**src/rtl/spinner_decoder.sv**
```systemverilog
// ============================================================================
// Module      : spinner_decoder
// Description : Quadrature (AB) spinner decoder. It provides a position
//               counter, a saturating delta accumulator that is read and
//               cleared on rd_strobe, a step pulse, a direction flag and a
//               sticky error flag.
//               The optional glitch filter is enabled by defining
//               SPINNER_DECODER_GLITCH_FILTER_EN.
// Revision    : 1.0 - initial release
// ============================================================================
`default_nettype none

module spinner_decoder #(
    parameter int CNT_W      = 8,
    parameter int FILTER_LEN = 4
) (
    input  logic             clk_12m,
    input  logic             reset,
    input  logic [1:0]       spinner,
    input  logic             rd_strobe,
    output logic [CNT_W-1:0] pos,
    output logic [CNT_W-1:0] delta,
    output logic             step,
    output logic             dir,
    output logic             err
);

    localparam logic [CNT_W-1:0] c_one       = {{(CNT_W-1){1'b0}}, 1'b1};
    localparam logic [CNT_W-1:0] c_minus_one = {CNT_W{1'b1}};
    localparam logic [CNT_W-1:0] c_delta_max = {1'b0, {(CNT_W-1){1'b1}}};
    localparam logic [CNT_W-1:0] c_delta_min = {1'b1, {(CNT_W-1){1'b0}}};

    logic [1:0]       r_s1;
    logic [1:0]       r_s2;
    logic [1:0]       r_acc;
    logic [CNT_W-1:0] r_pos;
    logic [CNT_W-1:0] r_delta;
    logic [CNT_W-1:0] r_acc_delta;
    logic             r_step;
    logic             r_dir;
    logic             r_err;

    logic             w_accept;
    logic [1:0]       w_move;
    logic             w_fwd;
    logic             w_rev;
    logic             w_ill;
    logic [CNT_W-1:0] w_delta_inc;
    logic [CNT_W-1:0] w_delta_dec;

    // Gray phase index: 00->0, 10->1, 11->2, 01->3 (bit1 = A, bit0 = B).
    function automatic logic [1:0] f_phase(input logic [1:0] ab);
        return {ab[0], ab[1] ^ ab[0]};
    endfunction

`ifdef SPINNER_DECODER_GLITCH_FILTER_EN
    localparam logic [3:0] c_filt_last = 4'(FILTER_LEN - 1);

    logic [1:0] r_s2_q;
    logic [3:0] r_filt_cnt;
    logic       w_s2_changed;

    assign w_s2_changed = (r_s2 != r_s2_q);
    // r_filt_cnt holds how many earlier cycles the candidate has already been stable.
    assign w_accept     = (r_s2 != r_acc) && !w_s2_changed && (r_filt_cnt == c_filt_last);

    always_ff @(posedge clk_12m) begin
        if (!reset) begin
            r_s2_q     <= 2'b11;
            r_filt_cnt <= 4'd0;
        end else begin
            r_s2_q <= r_s2;
            if ((r_s2 == r_acc) || w_accept) begin
                r_filt_cnt <= 4'd0;
            end else if (w_s2_changed) begin
                r_filt_cnt <= 4'd1;
            end else begin
                r_filt_cnt <= r_filt_cnt + 4'd1;
            end
        end
    end
`else
    logic [3:0] w_unused_filter_len;

    assign w_unused_filter_len = 4'(FILTER_LEN);
    assign w_accept            = (r_s2 != r_acc);
`endif

    assign w_move      = f_phase(r_s2) - f_phase(r_acc);
    assign w_fwd       = w_accept && (w_move == 2'd1);
    assign w_rev       = w_accept && (w_move == 2'd3);
    assign w_ill       = w_accept && (w_move == 2'd2);
    assign w_delta_inc = (r_acc_delta == c_delta_max) ? r_acc_delta : r_acc_delta + c_one;
    assign w_delta_dec = (r_acc_delta == c_delta_min) ? r_acc_delta : r_acc_delta - c_one;

    always_ff @(posedge clk_12m) begin
        if (!reset) begin
            r_s1        <= 2'b11;
            r_s2        <= 2'b11;
            r_acc       <= 2'b11;
            r_pos       <= '0;
            r_delta     <= '0;
            r_acc_delta <= '0;
            r_step      <= 1'b0;
            r_dir       <= 1'b0;
            r_err       <= 1'b0;
        end else begin
            r_s1   <= spinner;
            r_s2   <= r_s1;
            r_step <= 1'b0;

            if (w_accept) begin
                r_acc <= r_s2;
            end
            if (w_ill) begin
                r_err <= 1'b1;
            end

            if (w_fwd) begin
                r_pos  <= r_pos + c_one;
                r_dir  <= 1'b1;
                r_step <= 1'b1;
            end else if (w_rev) begin
                r_pos  <= r_pos - c_one;
                r_dir  <= 1'b0;
                r_step <= 1'b1;
            end

            // A read that coincides with a step hands out the pre-step value
            // and seeds the accumulator with that step so nothing is lost.
            if (rd_strobe) begin
                r_delta <= r_acc_delta;
                if (w_fwd) begin
                    r_acc_delta <= c_one;
                end else if (w_rev) begin
                    r_acc_delta <= c_minus_one;
                end else begin
                    r_acc_delta <= '0;
                end
            end else if (w_fwd) begin
                r_acc_delta <= w_delta_inc;
            end else if (w_rev) begin
                r_acc_delta <= w_delta_dec;
            end
        end
    end

    assign pos   = r_pos;
    assign delta = r_delta;
    assign step  = r_step;
    assign dir   = r_dir;
    assign err   = r_err;

endmodule

`default_nettype wire

```
**config.mk**
```make
export PLATFORM = sky130hd
export DESIGN_NAME = spinner_decoder
export DESIGN_NICKNAME = d
export VERILOG_FILES = /design/src/rtl/spinner_decoder.sv
export SDC_FILE = /design/constraint.sdc
export NUM_CORES = 1
export LEC_CHECK = 0
export CORE_UTILIZATION = 57
export CTS_BUF_LIST = sky130_fd_sc_hd__clkbuf_2
export DETAILED_ROUTE_END_ITERATION = 8
export GPL_ROUTABILITY_DRIVEN = 0
export PLACE_DENSITY = 0.9
export SLEW_MARGIN = 30
export SYNTH_ARGS = -nofsm -noshare
export SYNTH_HDL_FRONTEND = slang
export SYNTH_SLANG_ARGS = --single-unit
```
**constraint.sdc**
```tcl
create_clock -name clk_12m -period 3.9 [get_ports clk_12m]
set_input_delay 0.39 -clock clk_12m [delete_from_list [all_inputs] [get_ports clk_12m]]
set_output_delay 0.39 -clock clk_12m [all_outputs]
set_load 0.02 [all_outputs]
```
# [Word level (Yosys, flattened, before mapping)]
# Cells that the tools add are included.
# W data, S select, Z words.
[classes] bitwise=2 n_addsub=5 n_eq_ne=8 n_reduce_logical=6 n_mux=13
[op_table] cell="$mux W8" count=9
[op_table] cell="$add A8 B1 Y8 const B" count=2
[op_table] cell="$sub A8 B1 Y8 const B" count=2
[op_table] cell="$eq A8 B7 Y1 const B" count=1
[op_table] cell="$eq A8 B8 Y1 const B" count=1
[op_table] cell="$ne A3 B3 Y1 const B" count=2
[op_table] cell="$eq A2 B2 Y1 const B" count=2
[op_table] cell="$mux W1" count=4
[op_table] cell="$logic_and A1 B1 Y1" count=3
[op_table] cell="$reduce_and A3 Y1" count=1
[op_table] cell="$reduce_bool A3 Y1" count=1
[op_table] cell="$eq A2 B1 Y1 const B" count=1
[op_table] cell="$ne A2 B2 Y1" count=1
[op_table] cell="$reduce_bool A2 Y1" count=1
[op_table] cell="$sub A2 B2 Y2" count=1
[op_table] cell="$xor A1 B1 Y1" count=2
[word_totals] in_bits=5 output_inout_bits=19 wordCells=43 register_bits=33

# [Logic depth before layout (Yosys ltp)]
# Gate-level depths: netlist (run 1).
[depth] word_depth=7 ltp_mapped=14 depth_no_buf=13

# [Worst setup path before layout (run 1)]
# No wires, ideal clock.
[synth_timing] kind="reg2reg" start="reg r_s2[0]" end="reg r_pos[7], in the netlist pos[7]" setup_time_ps=72 period_less_slack_ps=2778 setup_slack_ps=1122 stages_incl_launch_ff=15 t_arrival_ps=2706 path_buffers=1 t_required_ps=3828 cell_sequence="dfxtp_1 buf_4 xnor2_1 ha_1 inv_1 o21ai_2 nor2_2 inv_2 ha_1 a21o_1 a21oi_1 o21ai_0 a31oi_1 mux2i_1 mux2i_1"
[synth_between] elab_chain_len=5 word_cells_on_any_way=9 cone_classes="1 x add/sub; 3 x eq/ne; 1 x mux; 1 x bitwise; 3 x reduce/logical"
[synth_lines] element="start: declaration" line="34" source="logic [1:0] r_s2;"
[synth_lines] element="start signal: assignment" line="109" source="r_s2 <= r_s1;"
[synth_lines] element="$xor A1 B1 Y1" line="53" source="return {ab[0], ab[1] ^ ab[0]};"
[synth_lines] element="$sub A2 B2 Y2" line="89" source="assign w_move = f_phase(r_s2) - f_phase(r_acc);"
[synth_lines] element="$eq A2 B1 Y1 / $eq A2 B2 Y1 (equally long branches)" line="90, 91"
[synth_lines] element="$logic_and A1 B1 Y1, on equally long branches" line="90, 91"
[synth_lines] element="$mux W8 / $reduce_bool A2 Y1 (equally long branches)"
[synth_lines] element="end signal: assignment" line="120" source="r_pos <= r_pos + c_one;"
[synth_lines] element="end signal: assignment" line="124" source="r_pos <= r_pos - c_one;"
[synth_lines] element="end: declaration" line="36" source="logic [CNT_W-1:0] r_pos;"
# Several ways; a longest one is shown, not always the timed one.
# A chain may end at the register's enable or synchronous reset.

# [Final worst setup path (run 1)]
# Ends and elaborated chain as after synthesis.

==> results of run 1 <==
registers in the layout (all words and copies together) (netlist names):
signal and count:
delta 8, pos 8, r_acc_delta 8, r_acc 2, r_s1 2, r_s2 2
dir 1, err 1, step 1
critical path: cells and delay by family, from the launching register on:
kind | cells | cell delay [ps]
fa+ha+maj | 2 | 630
xor+xnor | 1 | 140
mux | 2 | 420
buf+inv | 2 | 340
compound gates | 5 | 870
simple gates | 1 | 100
flops | 1 | 540
final cells by class:
type | instances | area [sq um]
Inverter | 6 | 22.5
Fill cell | 270 | 930
Multi-Input combinational cell | 155 | 1170
Timing Repair Buffer | 23 | 225
Sequential cell | 33 | 661
Tap cell | 44 | 55.1
Clock inverter | 3 | 12.5
Clock buffer | 5 | 25.0
cell families (layout without fill, tap and decap cells):
logic type / count (synthesis) / count (layout) / share of synthesized area (%)
compound gates: 42 / 42 / 14.1
simple gates: 66 / 66 / 18.5
fa+ha+maj: 16 / 16 / 11.3
flops: 33 / 33 / 34.7
xor+xnor: 17 / 17 / 10.3
buf+inv: 14 / 37 / 3.74
mux: 14 / 14 / 7.36
metal layers:
| layer | part of all wire, % | up-vias |
|---|---|---|
| met5 | 0 | - |
| met4 | 1.7 | 0 |
| met3 | 3.3 | 7 |
| met2 | 44 | 27 |
| met1 | 51 | 659 |
| li1 | - | 754 |
power by group through the flow:
stage / clock, uW / sequential, uW / combinational [uW]
finish: 153 / 380 / 239
global route: 180 / 384 / 267
CTS: 158 / 380 / 239
detailed placement: 0 / 387 / 237
global placement: 0 / 387 / 233
floorplan: 0 / 396 / 170
how the worst max path moves through the flow:
stage          startpoint  endpoint  slack, ps  depth (start not counted)
6_report          r_s2[0]    pos[7]        790                         13
5_1_grt           r_s2[0]    pos[7]        490                         13
4_1_cts           r_s2[0]    pos[7]        800                         13
3_5_place_dp      r_s2[0]    pos[7]        830                         13
3_3_place_gp      r_s2[0]    pos[7]        950                         13
2_1_floorplan     r_s2[0]    pos[7]       1120                         14
cells in the final DEF (no fill, tap or decap), types with 7 or more instances in the layout:
| cell | count |
|---|---|
| nor2_1 | 8 |
| o21ai_0 | 7 |
| ha_1 | 14 |
| nand2b_1 | 8 |
| a21oi_1 | 15 |
| xnor2_1 | 10 |
| dfxtp_1 | 33 |
| nand2_1 | 20 |
| clkdlybuf4s50_1 | 22 |
| mux2i_1 | 14 |
| nor2b_1 | 10 |
metrics by stage:
| step | setup WS (ps) | power [uW] | hold slack, ps | utilization (%) |
|---|---|---|---|---|
| floorplan | 1120 | 566 | 386 | - |
| global placement | 950 | 620 | 390 | 69.0 |
| detailed placement | 832 | 624 | 395 | 69.0 |
| CTS | 803 | 777 | 419 | 70.2 |
| global route | 486 | 830 | 416 | 70.0 |
| finish | 792 | 771 | 419 | 70.0 |
==> run metrics, run 1 <==
Top Ports=24; Final Cycle Share=79.7%; Clock transition at path regs=170 ps; CTS root buf=clkbuf_2; CTS Buffer Depth=2; fmax=322 MHz; I/O Buffers=23; peak supply drop=0.220 mV; hold path depth=1; synthesized instance count=202; DIE WIDTH=59.8 microns; Initial Utilization=61.4%; H-Tree Depth=2; cell accounting for the most synthesized area=dfxtp_1; Worst path slowest cell=dfxtp_1; critical path type=reg2reg; hold_sp=r_s1[0]; status=completed; CTS tree=done; Clk Latency, worst-skew pair=370 ps; Synth top area share=34.7%; CTS Buf Count=5; vias in the first global route=1312; Synth Cell Area=1900 sq um; Pint=513 uW; Syn. warnings=0; grt met3 use=6.49%; LEAKAGE=0.000888 uW; Psw=258 uW; count of cell types in the netlist=44; most used flip-flop cell after synthesis=dfxtp_1; Max-Cap Viols=0; Post-Route WL=3.47 mm; Max-slew headroom=47.0%; ant diodes=0; non-filler cells, final=269; Via density=5.38; 1st-iter DRT viols=30; CP cell instances=xnor2_1 -> ha_1 -> inv_1 -> o21ai_2 -> nor2_2 -> inv_2 -> ha_1 -> a21o_1 -> a21oi_1 -> o21ai_0 -> a31oi_1 -> mux2i_1 -> mux2i_1; Synth top cells by count=dfxtp_1 (33), nand2_1 (20), a21oi_1 (15), ha_1 (14), mux2i_1 (14); Synth async-reset ratio=0%; R2R Setup Slk=790 ps; hold path endpoint=r_s2[0]; Post-route DRC=0; Design Area, Final=2170 sq um; total gr overflow=0; sw frac=33.5%; initial antenna violation count=0; Resized cells post-CTS=0; CP Max Fanout=17; Logic pwr share=30.9%; arrival time worst endpoint=3420 ps; Post-synth EDFFs=0; syn_nets=223; drt pass-1 iters=4; met2 GRT Util=34.8%; Post-Place Cell Area=2140 sq um; #FFs+latches synth=33; Synth area leaders=dfxtp_1 (35%), ha_1 (9.2%), mux2i_1 (7.4%); Fin Setup TNS=0 ps; Antenna Nets Post-Route=0; HP Class=reg2reg; worst flop-to-flop path endpoint=pos[7]; CP max stage delay=540 ps; first-pass GRT wire length=5.98 mm; Nets=245; clk_skew=14.5 ps; Worst Max-Slew Pin Slew=793 ps; M1 GR Usage=30.5%; Die H=59.8 microns; die area=3580 sq um; TritonCTS Sinks=33; sequential area share after synthesis=34.7%; Post CTS Setup Buffer Count=0; Hold Vio Cnt, Final=0; most common cell in the netlist=dfxtp_1; Final HPWL DP=2.48 mm; total core area=3100 sq um; gr busiest metal=met2; Avg Cell Area, Syn=9.43 sq um; startpoint types=flip-flop; CP endpoint kind=flip-flop; placement row count=20; crit path time final=3110 ps; r2r startpoint=r_s2[0]; Pwr Density=355 nW/um^2; Critical Path RT=4220 ps; clock power share=19.8%; placed cells=261; RSZ-0062 raised after global routing=no; layout cells sized above 1=6.67%; Final Max Tran Viols=0; Area Overhead vs Synth=14.1%; via count=1447; Sequential Power Share=49.2%; CTS hold repair buffers=0; worst reg-to-reg path cell count=13; largest net degree at the start of global routing=35; Tot GR Track Use=22.9%; WL/cell=12.9 microns; final setup fails=0
(Power assumes the default switching activity.)
==> run 2, diff against run 1 <==
==> constraint.sdc (replaced) <==
create_clock -name clk_12m -period 3.05 [get_ports clk_12m]
set_input_delay 0.305 -clock clk_12m [delete_from_list [all_inputs] [get_ports clk_12m]]
set_output_delay 0.305 -clock clk_12m [all_outputs]
set_load 0.02 [all_outputs]
==> run 2 against run 1 <==
Clock power up 41%. Sequential power up 27%. Final cell count up 3.7%. Combinational power up 38%. Core utilization up 3.6 points. Die area unchanged. Power up 33%. Non-clock buffer count up 10. Maximum frequency up 7.4%. Register-to-register slack worse by 640 ps. Sequential cell count unchanged. Critical path depth down 1. Largest power group unchanged.
==> run metrics, run 2 (synthesis results as in run 1) <==
status=completed; arrival time worst endpoint=3230 ps; Max-slew headroom=48.9%; Worst path slowest cell=dfxtp_4; Pwr Density=450 nW/um^2; Critical Path RT=3390 ps; Tot GR Track Use=23.4%; ant diodes=0; die area=3580 sq um; clk_skew=9.59 ps; crit path time final=2890 ps; CTS root buf=clkbuf_2; Initial Utilization=61.4%; Crit path top cell by count=mux2i_1; Final Max Tran Viols=0; I/O Buffers=23; Clk Latency, worst-skew pair=390 ps; Max-Cap Viols=0; H-Tree Depth=2; via count=1564; first-pass GRT wire length=6.19 mm; non-filler cells, final=279; DIE WIDTH=59.8 microns; Post-route DRC=0; CP endpoint kind=flip-flop; fin worst setup slack=156 ps; WL/cell=14.3 microns; Fin Setup TNS=0 ps; final setup fails=0; Clock transition at path regs=180 ps; critical path type=reg2reg; HP Class=reg2reg; R2R Setup Slk=160 ps; CP Max Fanout=17; CP max stage delay=400 ps; 1st-iter DRT viols=52; placed cells=263; CTS Buffer Depth=2; Design Area, Final=2290 sq um; Nets=255; largest net degree at the start of global routing=23; Final HPWL DP=2.64 mm; Post-Route WL=4.00 mm; total core area=3100 sq um; peak supply drop=0.265 mV; Die H=59.8 microns; initial antenna violation count=0; startpoint types=flip-flop; final hold slack=434 ps; Via density=5.61; CTS tree=done; commonest non-fill, non-tap cell in the layout=dfxtp_1; placement row count=20; Top Ports=24; Area Overhead vs Synth=20.0%; Worst Max-Slew Pin Slew=764 ps; vias in the first global route=1425; CTS hold repair buffers=0; post-place setup slack=-4.18 ps; layout cells sized above 1=13.2%; Final Cycle Share=94.9%; Antenna Nets Post-Route=0; CP cell instances=xnor2_1 -> ha_2 -> xor3_1 -> nor2_4 -> inv_4 -> ha_1 -> a21o_1 -> a21oi_1 -> o21ai_0 -> a31oi_1 -> mux2i_1 -> mux2i_1; fmax=346 MHz; commonest non-fill, non-tap cells in the layout=dfxtp_1 (29), clkdlybuf4s50_1 (23), nand2_1 (20); drt pass-1 iters=6; CTS Buf Count=5; LEAKAGE=0.000936 uW; total gr overflow=0; Hold Vio Cnt, Final=0; TritonCTS Sinks=33; Post-Place Cell Area=2160 sq um
-- run 2: cell types whose count changed in the layout (fill, tap and decap cells not counted), sizes merged --
cell           change
buf                +9
clkdlybuf4s50      +1
clkinv             -1
clkinvlp           +1
-- run 2: layout make-up --
cell class / count / area [sq um]
Clock buffer: 5 / 25.0
Clock inverter: 3 / 17.5
Fill cell: 230 / 817
Inverter: 6 / 25.0
Multi-Input combinational cell: 155 / 1190
Sequential cell: 33 / 671
Tap cell: 44 / 55.1
Timing Repair Buffer: 33 / 305
-- run 2: worst max-delay path: cells and delay by family (launching register included) --
kind            cells  cell delay, ps
compound gates      4             750
fa+ha+maj           2             520
xor+xnor            2             470
mux                 2             440
flops               1             400
simple gates        1             160
buf+inv             1             110
-- run 2: timing repair --
| item | CTS | global route |
|---|---|---|
| buffers inserted | 0 | 8 |
| gates resized for setup | 2 | 9 |
| pin swaps | 0 | 2 |
| endpoints found under the setup margin | 2 | 5 |
-- run 2: power by group --
group          leakage, uW  total (uW)  switching [uW]  internal (uW)
Combinational     0.000639         331             171            161
Sequential        0.000269         484            26.7            457
Clock            0.0000287         215             161           53.4
Total             0.000936        1030             359            671
-- run 2: routing by layer --
metal  vias to the layer above  GRT usage [%]  part of all wire (%)
met5                         -              0                     0
met4                         0           12.3                   2.3
met3                        12           5.84                   4.8
met2                        50           37.0                    47
met1                       730           29.2                    46
li1                        772              -                     -
-- run 2: metrics by stage --
stage          util (%)  power (uW)
2_1_floorplan         -         724
3_3_place_gp       69.5         796
3_5_place_dp       69.5         807
4_1_cts            70.9        1020
5_1_grt            73.7        1080
6_report           73.7        1030
-- run 2: worst paths after layout --
path	startpoint	end	depth (start not counted)
max reg2reg	r_s2[0]	pos[7]	12
min	r_s1[1]	r_s2[1]	1
max	r_s2[0]	pos[7]	12
min reg2reg	r_s1[1]	r_s2[1]	1
==> run 3, diff against run 2 <==
--- a/config.mk
+++ b/config.mk
@@ -5,11 +5,11 @@
 export SDC_FILE = /design/constraint.sdc
 export NUM_CORES = 1
 export LEC_CHECK = 0
-export CORE_UTILIZATION = 57
+export CORE_UTILIZATION = 52
 export CTS_BUF_LIST = sky130_fd_sc_hd__clkbuf_2
 export DETAILED_ROUTE_END_ITERATION = 8
-export GPL_ROUTABILITY_DRIVEN = 0
-export PLACE_DENSITY = 0.9
+export GPL_ROUTABILITY_DRIVEN = 1
+export PLACE_DENSITY = 0.87
 export SLEW_MARGIN = 30
 export SYNTH_ARGS = -nofsm -noshare
 export SYNTH_HDL_FRONTEND = slang
==> constraint.sdc (replaced) <==
create_clock -name clk_12m -period 2.5 [get_ports clk_12m]
set_input_delay 0.625 -clock clk_12m [delete_from_list [all_inputs] [get_ports clk_12m]]
set_output_delay 0.625 -clock clk_12m [all_outputs]
set_load 0.02 [all_outputs]
==> run 3 against run 2 <==
The run now ends with negative setup slack left. Sequential share of layout area fell by 5.7 points. Register-to-register slack got worse by 540 ps. Cell area increased by 23%. Clock-buffer cell count rose by 3. Hold slack worse by 2.4 ps. Clock power increased by 30%. Routed wire length is 78% higher. Non-clock buffer count rose by 36. Global-route usage up 5.4 points. Critical path type unchanged. Largest power group is now combinational logic.
==> run metrics, run 3 (synthesis results as in run 1) <==
RSZ-0062 raised after global routing=yes; post-place setup slack=-268 ps; Final Cycle Share=116%; Max-Cap Viols=0; arrival time worst endpoint=3210 ps; Via density=6.46; DIE WIDTH=62.5 microns; via count=2047; LEAKAGE=0.00118 uW; CP Max Fanout=5; startpoint types=flip-flop; first-pass GRT wire length=8.66 mm; failing checks=negative setup slack; Final HPWL DP=3.14 mm; placement row count=21; Fin Setup TNS=-3160 ps; drt pass-1 iters=9; fmax=346 MHz; WP buf/inv=3; final setup fails=13; ant diodes=0; fin worst setup slack=-388 ps; Tot GR Track Use=28.7%; TritonCTS Sinks=33; Pwr Total=1560 uW; Hold Vio Cnt, Final=0; CTS root buf=clkbuf_2; Clk Latency, worst-skew pair=410 ps; status=finished, violations left; die area=3910 sq um; commonest non-fill, non-tap cells in the layout=buf_4 (39), dfxtp_1 (30), clkdlybuf4s50_1 (23); Final Max Tran Viols=0; RePlAce Congestion=0.885; CP endpoint kind=flip-flop; Top Ports=24; met2 GRT Util=45.7%; 1st-iter DRT viols=217; commonest non-fill, non-tap cell in the layout=buf_4; Pwr Density=552 nW/um^2; Clock transition at path regs=200 ps; Psw=573 uW; fillers=158; CTS tree=done; initial antenna violation count=0; Antenna Nets Post-Route=0; Design Area, Final=2820 sq um; layout cells sized above 1=38.0%; WL/cell=22.4 microns; gr busiest metal=met2; H-Tree Depth=2; Post-Place Cell Area=2460 sq um; CTS Buf Count=5; clock power share=18.0%; Post-Route WL=7.12 mm; Logic pwr share=43.4%; total core area=3420 sq um; largest net degree at the start of global routing=15; vias in the first global route=1738; Max-slew headroom=65.5%; M1 GR Usage=37.3%; grt met3 use=7.30%; HP Class=reg2reg; Area Overhead vs Synth=48.2%; crit path time final=2890 ps; delay-heaviest family, CP=simple AND/OR/NAND/NOR gates; Sequential Power Share=38.6%; CP max stage delay=420 ps; Die H=62.5 microns; Nets=291; CTS hold repair buffers=0; sw frac=36.8%; Critical Path RT=2830 ps; Post-route DRC=0; CP cell instances=xnor2_2 -> ha_2 -> xor3_1 -> nor2_2 -> inv_4 -> buf_12 -> buf_12 -> ha_4 -> nand3_1 -> and3_4 -> a21oi_2 -> or3_4 -> a21oi_2 -> nor3b_2; critical path type=reg2reg; CTS Buffer Depth=2; Initial Utilization=55.8%; Worst Max-Slew Pin Slew=515 ps; clk_skew=32.2 ps; Register Area=667 sq um; total gr overflow=0; Worst path slowest cell=dfxtp_1; I/O Buffers=23; Finished Core Util=82.6%; peak supply drop=0.541 mV; multi-input logic area=1410 sq um; Pint=985 uW
==> run 3: final timing paths <==
check | cells past startpoint | slack, ps | end | from
max | 14 | -390 | r_acc_delta[7] | r_s2[1]
min | 1 | 430 | r_s2[0] | r_s1[0]
min reg2reg | 1 | 430 | r_s2[0] | r_s1[0]
max reg2reg | 14 | -390 | r_acc_delta[7] | r_s2[1]
==> run 3: final cells by class <==
type / instances / area share (%)
Clock buffer: 8 / 1.42
Inverter: 6 / 0.887
Multi-Input combinational cell: 155 / 50.1
Sequential cell: 33 / 23.6
Tap cell: 46 / 2.04
Timing Repair Buffer: 69 / 21.9
==> run 3: power by group through the flow <==
stage | clock network, uW | logic (uW) | registers (uW)
2_1_floorplan | 0 | 281 | 619
3_3_place_gp | 0 | 454 | 603
3_5_place_dp | 0 | 470 | 605
4_1_cts | 270 | 519 | 595
5_1_grt | 299 | 710 | 605
6_report | 280 | 676 | 602
==> run 3: routing by layer <==
layer	up-vias	share of wire, %
met5	-	0
met4	0	6.3
met3	58	13
met2	180	44
met1	959	37
li1	850	-
==> run 3: per-stage QoR <==
step           cells  hold WS [ps]
2_1_floorplan    202           386
3_3_place_gp     296           392
3_5_place_dp     296           395
4_1_cts          310           431
5_1_grt          317           464
6_report         317           432
==> run 3: worst register-to-register path: stages (launching register included) <==
cell	delay (ps)
dfxtp_1	420
xnor2_2	150
ha_2	220
xor3_1	270
nor2_2	210
inv_4	80
buf_12	140
buf_12	130
ha_4	260
nand3_1	110
and3_4	230
a21oi_2	60
or3_4	340
a21oi_2	140
nor3b_2	50
==> run 3: what timing repair did <==
item,4_1_cts,5_1_grt
setup endpoints to repair,9,12
setup buffers,6,8
resized for setup,17,32
pin swaps,15,28
endpoints found under the hold margin,0,0
